File: config.mk
export PLATFORM = sky130hd
export DESIGN_NAME = flash_responder
export DESIGN_NICKNAME = d
export VERILOG_FILES = /design/src/rtl/flash_responder.sv
export SDC_FILE = /design/constraint.sdc
export NUM_CORES = 1
export LEC_CHECK = 0
export ABC_CLOCK_PERIOD_IN_PS = 4900
export BUFFER_PORTS_ARGS = -buffer_cell sky130_fd_sc_hd__buf_2
export CORE_MARGIN = 1.5
export CORE_UTILIZATION = 50
export CTS_CLUSTER_SIZE = 30
export DETAILED_ROUTE_END_ITERATION = 8
export PLACE_DENSITY = 0.78
export SLEW_MARGIN = 20
export SYNTH_ARGS = -nofsm -noshare
export SYNTH_HDL_FRONTEND = slang
export SYNTH_SLANG_ARGS = --single-unit
export TNS_END_PERCENT = 50
File: constraint.sdc
create_clock -name clk -period 4.9 [get_ports clk]
set_input_delay 0.245 -clock clk [delete_from_list [all_inputs] [get_ports clk]]
set_output_delay 0.245 -clock clk [all_outputs]
set_load 0.05 [all_outputs]
File: src/rtl/flash_responder.sv
// Serial nibble flash read responder: one 16-bit word from four 4-bit fetches.
// Optional last-address cache is enabled by defining FLASH_CACHE_EN.
module flash_responder (
    input  logic        clk,
    input  logic        n_rst,
    input  logic        flash_ready,
    input  logic [15:0] flash_address,
    output logic [15:0] flash_data_out,
    output logic        data_valid,
    output logic        busy,
    output logic [17:0] mem_addr,
    output logic        mem_ce_n,
    output logic        mem_oe_n,
    input  logic [3:0]  mem_dq
);

    typedef enum logic [1:0] {
        IDLE,
        ADDR,
        SAMPLE,
        DONE
    } state_t;

    state_t      state;
    state_t      state_nx;
    logic [1:0]  n;
    logic [15:0] addr_q;
    logic [11:0] buf_q;
    logic        hit;
    logic        start;
    logic        last;

`ifdef FLASH_CACHE_EN
    logic [15:0] cache_addr;
    logic        cache_valid;

    always_ff @(posedge clk or negedge n_rst) begin
        if (!n_rst) begin
            cache_addr  <= '0;
            cache_valid <= 1'b0;
        end else if (last) begin
            cache_addr  <= addr_q;
            cache_valid <= 1'b1;
        end
    end

    assign hit = cache_valid && (flash_address == cache_addr);
`else
    assign hit = 1'b0;
`endif

    assign start = flash_ready && !hit &&
                   ((state == IDLE) || (state == DONE));
    assign last  = (state == SAMPLE) && (n == 2'd3);

    always_ff @(posedge clk or negedge n_rst) begin
        if (!n_rst) state <= IDLE;
        else        state <= state_nx;
    end

    always_comb begin
        state_nx   = state;
        busy       = 1'b1;
        data_valid = 1'b0;
        mem_ce_n   = 1'b1;
        mem_oe_n   = 1'b1;
        unique case (state)
            IDLE, DONE: begin
                busy       = (state == DONE);
                data_valid = (state == DONE);
                if (flash_ready) state_nx = hit ? DONE : ADDR;
                else             state_nx = IDLE;
            end
            ADDR: begin
                mem_ce_n = 1'b0;
                mem_oe_n = 1'b0;
                state_nx = SAMPLE;
            end
            SAMPLE: begin
                mem_ce_n = 1'b0;
                mem_oe_n = 1'b0;
                state_nx = (n == 2'd3) ? DONE : ADDR;
            end
            default: state_nx = IDLE;
        endcase
    end

    // Nibble 0 lands in the top of the word; the last one completes it.
    always_ff @(posedge clk or negedge n_rst) begin
        if (!n_rst) begin
            addr_q         <= '0;
            n              <= '0;
            buf_q          <= '0;
            flash_data_out <= '0;
        end else begin
            if (start) begin
                addr_q <= flash_address;
                n      <= 2'd0;
            end
            if (state == SAMPLE) begin
                unique case (n)
                    2'd0: buf_q[11:8] <= mem_dq;
                    2'd1: buf_q[7:4]  <= mem_dq;
                    2'd2: buf_q[3:0]  <= mem_dq;
                    2'd3: flash_data_out <= {buf_q, mem_dq};
                endcase
                if (n != 2'd3) n <= n + 2'd1;
            end
        end
    end

    assign mem_addr = {addr_q, n};

endmodule

==> results.cfg <==
[clock_tree]
cts_tree = built
path_clk_slew_ns = 0.08
cts_buffers = 5
postCtsResizedCells = 0
cts_buffer_depth = 2
cts_sinks = 48
cts_max_level = 2
cts.root.buffer_cell = clkbuf_8
clock_latency_ns = 0.30

[setup_path]
reg2reg_to = addr_q[14]
critPathKind = reg -> reg
crit_arrival_ns = 1.96
crit_chain = inv_1, ha_1, nor2b_1, buf_4, mux2_2
r2r-start = state[0]
crit_slowest_cell = dfrtp_1
rrSetupSlack_ns = 3.13
cp-end-kind = flip-flop
slowest_delay_ns = 0.39
required_ns = 5.09
reg2reg_depth = 5
critical_path_buf_inv_count = 2
cpLargestDelayFamily = flip-flops
worstPathMaxFanout = 16
cp-start-kind = flip-flop

[die]
fp.dieW_um = 65.82
pin_count = 61
dieHeight_um = 65.82
rows = 22
start_util_pct = 53.10
die_area_sq_um = 4332
core_area_sq_um = 3716

[routing]
routedWlPerCell_um = 14.16
drcViolationCount = 0
ant_nets = 0
wl_um = 3356
first_iter_violations = 32
vias = 1186
viasPerCell = 5.004
firstDrtPassIters = 2

[yosys]
synth_edf_count = 0
ys_seq_area_share_pct = 60.88
synthTopCellsByArea = dfrtp_1, mux2_2, mux2_4, ha_1, buf_6
yosysWarnings = 0
synthCells = 123
async_flop_share_pct = 100.0
yosys.cell_types.count = 16
syn-cell-area_sq_um = 1973
syn_nets = 154
yosysMostFrequentCell = dfrtp_1
synth_top_area_cell = dfrtp_1
synth_top_area_share_pct = 60.88
synthFlopType = dfrtp_1
ys_top_cells_by_count = dfrtp_1, mux2_2, mux2_4, ha_1, inv_1
synth_area_per_cell_sq_um = 16.04
ys_ff_latch = 48

[sta]
fin_crit_sh_pct = 36.18
min_period_ns = 1.773
finalSetupViolations = 0
hold_violations = 0
maxSlewHeadroom_pct = 61.17
worst_clock_skew_ns = 0.009253
slew_viol_final = 0
rsz0062_at_grt = false
fmaxAchievable_ghz = 0.5641
worst_slew_pin_slew_ns = 0.5825
finalSetupTns_ns = 0

[place]
place_area_sq_um = 2303
hpwlAfterDp_um = 2457
place.gp.congestion = 0.6796
io_buffers = 60

[power_and_ir_drop]
leakagePower_nw = 1.302
power-per-cell-area_nw_per_um2 = 766.7
vdd_drop_max_mv = 0.4656

[min_path]
hp-start = flash_address[7]
hp-class = in -> reg
min_to = addr_q[7]
hold_depth = 2

[global_route]
grt.total_usage_pct = 17.87
grt.overflow.total = 0
grt_max_degree = 49
antenna_found_initial = 0
grt_pass1_vias = 1253
grt_first_pass_wirelength_um = 5609

[layout]
diodes = 0
drive_gt1_share_pct = 60.85
layout.nets = 219
fillCellCount = 281
final_area_sq_um = 2475
syn_to_final_growth_pct = 25.43

[run]
drv_cap = 0

[outcome]
run_status = complete, no violations
## sequential cells by signal (all words and copies together), names as in the netlist
signal and count:
addr_q 16, flash_data_out 16, buf_q 12, n 2
state 2
## layer usage
layer / track usage, % / wire (um) / vias up
met5: 0 / 0 / -
met2: 30.81 / 1680 / 45
li1: - / - / 549
met3: 8.007 / 266 / 4
met1: 19.36 / 1372 / 588
met4: 6.250 / 36 / 0
## what timing repair did
action | in CTS | in global routing
endpoints found under the hold margin | 0 | 48
buffers inserted | 0 | 0
hold buffers | 0 | 1
## layout make-up
| class | instances | area, sq um | share of cell area, % |
|---|---|---|---|
| sequential | 48 | 1201 | 48.53 |
| multi-input combinational | 65 | 711.9 | 28.77 |
| tap | 48 | 60.06 | 2.427 |
| inverter | 6 | 22.52 | 0.9100 |
| clock inverter | 3 | 90.09 | 3.640 |
| clock buffer | 5 | 68.82 | 2.781 |
| timing repair buffer | 62 | 320.3 | 12.94 |
## power by group
group          switching [mW]  total, mW  internal [mW]  leakage [nW]
registers              0.0845      0.637          0.552         0.593
clock network           0.129      0.384          0.255        0.0784
logic                   0.604      0.877          0.273         0.630
total                   0.817       1.90           1.08          1.30
## logic make-up (layout without fill, tap and decap cells)
logic type      after synthesis  after routing  share of synthesized area (%)
buf+inv                      10             76                          3.043
compound gates                3              3                         0.8874
flops                        48             48                          60.87
simple gates                  9              9                          2.537
mux                          45             45                          27.58
fa+ha+maj                     8              8                          5.073
## stage by stage
stage | hold WS (ns) | instances | setup WS (ns) | total power, mW | utilization (%)
2_1_floorplan | -0.05059 | 123 | 3.259 | 1.345 | -
3_3_place_gp | 0.4513 | 228 | 3.215 | 1.494 | 61.99
3_5_place_dp | 0.4801 | 228 | 3.120 | 1.530 | 61.99
4_1_cts | 0.1462 | 236 | 3.110 | 1.918 | 66.26
5_1_grt | 0.1603 | 237 | 2.949 | 1.997 | 66.60
6_report | 0.1700 | 237 | 3.127 | 1.898 | 66.60
## worst max-delay path by stage
stage | start | to | slack [ns] | cells past startpoint
floorplan | n[0] | flash_data_out[10] | 3.26 | 4
global placement | state[0] | addr_q[5] | 3.22 | 5
detailed placement | state[0] | addr_q[9] | 3.12 | 5
CTS | state[0] | addr_q[9] | 3.11 | 5
global route | state[0] | addr_q[9] | 2.95 | 5
finish | state[0] | addr_q[14] | 3.13 | 5
## cell usage in the layout (no fill, tap or decap), types with 2 or more instances in the layout
master and count:
nor2_1 2, nand2_1 3, clkbuf_8 5, inv_1 6
buf_4 2, bufinv_16 3, buf_2 59, mux2_4 10
ha_1 8, dfrtp_1 48, mux2_2 35
Power figures use the tool's default switching activity.
